## src/rtl/cpu_ctrl_pkg.sv

```systemverilog
// cpu_ctrl_pkg: shared states, instruction classes, opcodes and ALUOp codes for the main control FSM
package cpu_ctrl_pkg;
  localparam int ALUOP_W = 2;
  localparam int OPC_W = 11;
  typedef enum logic [2:0] {S_IDLE, S_FETCH, S_DECODE, S_EXEC, S_MEM, S_WB, S_HALT} state_e;
  typedef enum logic [2:0] {C_RTYPE, C_ADDI, C_LOAD, C_STORE, C_CBZ, C_BCOND, C_B, C_ILL} iclass_e;
  localparam logic [ALUOP_W-1:0] ALUOP_ADD = 2'b00;
  localparam logic [ALUOP_W-1:0] ALUOP_PASSB = 2'b01;
  localparam logic [ALUOP_W-1:0] ALUOP_RTYPE = 2'b10;
  localparam logic [OPC_W-1:0] OPC_ADDS = 11'b10101011000;
  localparam logic [OPC_W-1:0] OPC_SUBS = 11'b11101011000;
  localparam logic [OPC_W-1:0] OPC_AND = 11'b10001010000;
  localparam logic [OPC_W-1:0] OPC_LSR = 11'b11010011010;
  localparam logic [OPC_W-1:0] OPC_LSL = 11'b11010011011;
  localparam logic [OPC_W-1:0] OPC_MUL = 11'b10011011000;
  localparam logic [OPC_W-1:0] OPC_LDUR = 11'b11111000010;
  localparam logic [OPC_W-1:0] OPC_STUR = 11'b11111000000;
  localparam logic [OPC_W-1:0] OPC_ADDI = 11'b1001000100x;
  localparam logic [OPC_W-1:0] OPC_CBZ = 11'b10110100xxx;
  localparam logic [OPC_W-1:0] OPC_BCOND = 11'b01010100xxx;
  localparam logic [OPC_W-1:0] OPC_B = 11'b000101xxxxx;
  function automatic logic sets_flags(input logic [OPC_W-1:0] opc);
    return opc == OPC_ADDS || opc == OPC_SUBS;
  endfunction
endpackage

```

## src/rtl/opcode_classifier.sv

```systemverilog
// opcode_classifier: combinational map from the 11-bit opcode field to an instruction class
module opcode_classifier
  import cpu_ctrl_pkg::*;
(
  input  logic [OPC_W-1:0] opcode_i,
  output iclass_e          iclass_o
);
  assign iclass_o = (opcode_i inside {OPC_ADDS, OPC_SUBS, OPC_AND, OPC_LSR, OPC_LSL, OPC_MUL}) ? C_RTYPE :
                    (opcode_i ==? OPC_ADDI)  ? C_ADDI  :
                    (opcode_i == OPC_LDUR)   ? C_LOAD  :
                    (opcode_i == OPC_STUR)   ? C_STORE :
                    (opcode_i ==? OPC_CBZ)   ? C_CBZ   :
                    (opcode_i ==? OPC_BCOND) ? C_BCOND :
                    (opcode_i ==? OPC_B)     ? C_B     : C_ILL;
endmodule

```

## src/rtl/multicycle_main_control.sv

```systemverilog
// multicycle_main_control: fetch/decode/exec/mem/wb sequencer driving ALUOp, datapath enables and memory handshakes
module multicycle_main_control
  import cpu_ctrl_pkg::*;
(
  input  logic               clk,
  input  logic               reset_n,
  input  logic               run,
  input  logic [31:0]        instr,
  output logic               imem_req,
  input  logic               imem_ack,
  input  logic               dmem_ack,
  input  logic               zero,
  input  logic               cond_true,
  output logic [OPC_W-1:0]   opcode_field,
  output logic [ALUOP_W-1:0] alu_op,
  output logic               reg2loc,
  output logic               alu_src,
  output logic               mem_to_reg,
  output logic               reg_write,
  output logic               dmem_req,
  output logic               mem_read,
  output logic               mem_write,
  output logic               ir_write,
  output logic               pc_write,
  output logic               pc_branch,
  output logic               flags_write,
  output logic               illegal
);
  state_e state_q, state_d;
  logic [OPC_W-1:0] ir_q, ir_d;
  logic illegal_q, illegal_d;
  iclass_e cls;
  logic fetch_s, exec_s, mem_s, wb_s;
  logic unused_instr;
  assign unused_instr = ^instr[20:0];
  opcode_classifier u_cls (.opcode_i(ir_q), .iclass_o(cls));
  always_comb begin
    state_d = state_q;
    case (state_q)
      S_IDLE:   state_d = run ? S_FETCH : S_IDLE;
      S_FETCH:  state_d = imem_ack ? S_DECODE : run ? S_FETCH : S_IDLE;
      S_DECODE: state_d = (cls == C_ILL) ? S_HALT : S_EXEC;
      S_EXEC:   state_d = (cls inside {C_RTYPE, C_ADDI}) ? S_WB :
                          (cls inside {C_LOAD, C_STORE}) ? S_MEM : S_FETCH;
      S_MEM:    state_d = !dmem_ack ? S_MEM : (cls == C_LOAD) ? S_WB : S_FETCH;
      S_WB:     state_d = S_FETCH;
      S_HALT:   state_d = S_HALT;
      default:  state_d = S_IDLE;
    endcase
  end
  assign ir_d = (fetch_s && imem_ack) ? instr[31:21] : ir_q;
  assign illegal_d = illegal_q | (state_q == S_DECODE && cls == C_ILL);
  always_ff @(posedge clk or negedge reset_n)
    if (!reset_n) begin
      state_q <= S_IDLE;
      ir_q <= '0;
      illegal_q <= 1'b0;
    end else begin
      state_q <= state_d;
      ir_q <= ir_d;
      illegal_q <= illegal_d;
    end
  assign fetch_s = state_q == S_FETCH;
  assign exec_s = state_q == S_EXEC;
  assign mem_s = state_q == S_MEM;
  assign wb_s = state_q == S_WB;
  assign opcode_field = ir_q;
  assign imem_req = fetch_s;
  assign ir_write = fetch_s && imem_ack;
  // WB keeps the EXEC ALU setup so the write-back value stays stable
  assign alu_op = ((exec_s || wb_s) && (cls inside {C_RTYPE, C_ADDI})) ? ALUOP_RTYPE :
                  (exec_s && cls == C_CBZ) ? ALUOP_PASSB : ALUOP_ADD;
  assign alu_src = mem_s || (exec_s && (cls inside {C_ADDI, C_LOAD, C_STORE})) ||
                   (wb_s && (cls inside {C_ADDI, C_LOAD}));
  assign reg2loc = exec_s && (cls inside {C_STORE, C_CBZ});
  assign mem_to_reg = wb_s && cls == C_LOAD;
  assign reg_write = wb_s;
  assign dmem_req = mem_s;
  assign mem_read = mem_s && cls == C_LOAD;
  assign mem_write = mem_s && cls == C_STORE;
  assign pc_write = wb_s || (exec_s && (cls inside {C_CBZ, C_BCOND, C_B})) ||
                    (mem_s && cls == C_STORE && dmem_ack);
  assign pc_branch = exec_s && ((cls == C_CBZ) ? zero : (cls == C_BCOND) ? cond_true : cls == C_B);
  assign flags_write = exec_s && cls == C_RTYPE && sets_flags(ir_q);
  assign illegal = illegal_q;
endmodule

```

## config.mk

```make
export PLATFORM = sky130hd
export DESIGN_NAME = multicycle_main_control
export DESIGN_NICKNAME = d
export VERILOG_FILES = /design/src/rtl/cpu_ctrl_pkg.sv /design/src/rtl/opcode_classifier.sv /design/src/rtl/multicycle_main_control.sv
export SDC_FILE = /design/constraint.sdc
export NUM_CORES = 1
export LEC_CHECK = 0
export CAP_MARGIN = 40
export CORE_MARGIN = 2
export CORE_UTILIZATION = 32
export CTS_CLUSTER_DIAMETER = 50
export DETAILED_ROUTE_END_ITERATION = 10
export PLACE_DENSITY = 0.76
export SLEW_MARGIN = 5
export SYNTH_ARGS = -nofsm -noshare
export SYNTH_HDL_FRONTEND = slang
export SYNTH_SLANG_ARGS = --single-unit
export TNS_END_PERCENT = 50
```

## constraint.sdc

```tcl
create_clock -name clk -period 2.4 [get_ports clk]
set_input_delay 0.72 -clock clk [delete_from_list [all_inputs] [get_ports clk]]
set_output_delay 0.72 -clock clk [all_outputs]
set_load 0.05 [all_outputs]
```

==> results.toml <==
[worst_setup_path]
endpoint_kind = "output pin"
crit_top_cell = "or4b_4"
r2r-end = "illegal$_DFF_PN0_"
crit_required_ns = 1.68
start_kind = "register"
r2r-start = "opcode_field[2]$_DFFE_PN0P_"
slowest_stage = "or4b_4"
critPathBufInv = 1
max_stage_delay_ns = 0.57
cp-endpoint = "alu_src"
r2r_cells = 7
crit_type = "register to output pin"
crit_family = "simple AND/OR/NAND/NOR gates"
worst-path-stages = 6
cp-startpoint = "opcode_field[2]$_DFFE_PN0P_"
cp_max_fo = 4
cp_cell_sequence = "or4b_4, or4b_4, o21ai_4, o21ai_1, o211ai_1, buf_12"
cp.arrival_ns = 2.39
r2r_slack_ns = 0.08

[synth]
synthesis.area_um2 = 963
synth_area_leaders = "dfrtp_1, mux2_2, nand2_1"
syn_area_per_cell_um2 = 9.26
synthArstFlopShare_pct = 100
yosysTopAreaCell = "dfrtp_1"
synthFlopType = "dfrtp_1"
syn_nets = 143
netlist_instances = 104
yosysMostFrequentCell = "dfrtp_1"
synth_common_cells = "dfrtp_1, mux2_2, nand2_1"
synth_cell_type_count = 35
synth_top_area_share_pct = 39.0
synth-seq-cells = 15
synth_edf_count = 0
yosysSeqAreaShare_pct = 39.0
yosysWarnings = 0

[placed_design]
hpwlAfterDp_um = 2560
pre_cts_ws_ns = -0.443
place_inst = 211
post_dp_cell_area_um2 = 1910
routabilityCongestion = 0.848
port-buffer-count = 43

[status]
outcome = "complete, but fails checks"
violations = "DRC, setup timing"

[layout]
antenna_cells = 0
final_area_um2 = 1990
syn_to_final_growth_pct = 107
final_util_pct = 71.1
drive_above_1_share_pct = 50.8
fin_nets = 227
final_cells = 218

[drt]
vias = 1145
route.detailed.drc = 3
routedWlPerCell_um = 14.2
drtIter0Drc = 27
detail_route.first_pass.iterations = 7
postRouteAntennaNets = 0
routed_wirelength_um = 3100
vias_per_cell = 5.25

[die]
start_util_pct = 34.3
rows = 19
core_area_um2 = 2810
die_area_um2 = 3470
dieWidth_um = 58.9
dieHeight_um = 58.9
boundaryPins = 65

[sta]
max_clock_freq_mhz = 322
rsz0062_at_grt = "true"
slew_headroom_pct = 54.9
hold_slack_ns = 0.490
hold_violations = 0
fin_crit_sh_pct = 129
tns_ns = -5.95
final-setup-viol-count = 10
fin_ws_ns = -0.705
slew_violations = 0
fin_crit_ns = 3.11
finClkSkew_ns = 0.00187
tightest_slew_ns = 0.675

[clock_tree]
cts_tree = "yes"
cts_made_buffers = 3
h-tree-depth = 1
clk_latency_ns = 0.28
cts_root_buffer = "clkbuf_4"
clock-sinks = 15
cts_hold_buf = 0
clockBufferDepth = 2
clkTransAtPathRegs_ns = 0.08

[run]
maxCapViolCount = 0

[power]
finalPower_mw = 2.31
p_leak_nw = 0.842
ir_worst_vdd_v = 0.000927
power.density_nw_per_um2 = 1160

[global_routing]
grt_pass1_wl_um = 5050
grt_overflow = 0
track_usage_pct = 18.6
grt_pass1_vias = 1193
antenna_found_initial = 0
grt_start_max_net_pins = 16

[min_path]
hp-class = "register to register"
cells in the final DEF (no fill, tap or decap), types with 3 or more instances in the layout:
| cell | Yosys | layout |
|---|---|---|
| nor2_1 | 9 | 5 |
| dfrtp_2 | 0 | 7 |
| dfrtp_1 | 15 | 8 |
| mux2_2 | 11 | 11 |
| clkbuf_4 | 0 | 3 |
| nand4_1 | 3 | 3 |
| buf_4 | 0 | 39 |
| nor2_4 | 0 | 4 |
| clkdlybuf4s50_1 | 0 | 26 |
| nor2b_1 | 5 | 4 |
| nand2_1 | 11 | 10 |
| nand3_1 | 4 | 4 |
| inv_1 | 6 | 6 |
| buf_12 | 0 | 11 |
routing by layer:
layer  track usage, %  vias to the layer above  part of all wire, %
met5                0                        -                    0
met4             4.87                        0                    0
met3             2.64                        0                  5.6
met2             36.3                       43                   56
met1             20.7                      540                   39
li1                 -                      562                    -
worst register-to-register path, stage by stage, from the launching register on:
cell	delay (ns)
dfrtp_2	0.42
or4b_4	0.57
or4b_4	0.54
o211ai_2	0.18
buf_4	0.13
buf_4	0.10
nor2_1	0.06
a31o_1	0.21
where the power goes:
part,switching [mW],internal [mW]
clock,0.0787,0.0645
sequential,0.124,0.381
combinational,0.930,0.727
how the worst min path moves through the flow:
stage                      start                 to  slack, ns  cells past startpoint
4_1_cts        illegal$_DFF_PN0_  illegal$_DFF_PN0_       0.49                      1
5_1_grt        illegal$_DFF_PN0_  illegal$_DFF_PN0_       0.51                      1
6_report       illegal$_DFF_PN0_  illegal$_DFF_PN0_       0.49                      1
2_1_floorplan            reset_n  illegal$_DFF_PN0_       0.42                      0
3_5_place_dp   illegal$_DFF_PN0_  illegal$_DFF_PN0_       0.47                      1
3_3_place_gp   illegal$_DFF_PN0_  illegal$_DFF_PN0_       0.47                      1
layout make-up:
class | count | area [µm²]
Fill cell | 222 | 811
Multi-Input combinational cell | 82 | 698
Timing Repair Buffer | 80 | 825
Clock buffer | 4 | 26.3
Sequential cell | 15 | 384
Tap cell | 31 | 38.8
Inverter | 6 | 22.5
kinds of logic after synthesis:
logic type	Yosys count	share of synthesized area, %
mux	11	12.9
buf+inv	7	2.86
simple gates	48	28.1
flops	15	39.0
compound gates	22	16.4
xor+xnor	1	0.909
flip-flops by register name (all words and copies together) (netlist names):
name	count
opcode_field	11
state_q	3
illegal	1
what timing repair did:
item / CTS / global route
setup endpoints to repair: 10 / 12
buffers inserted: 2 / 1
gates resized for setup: 4 / 5
gates cloned: 0 / 0
pin swaps: 6 / 3
(Power assumes the default switching activity.)
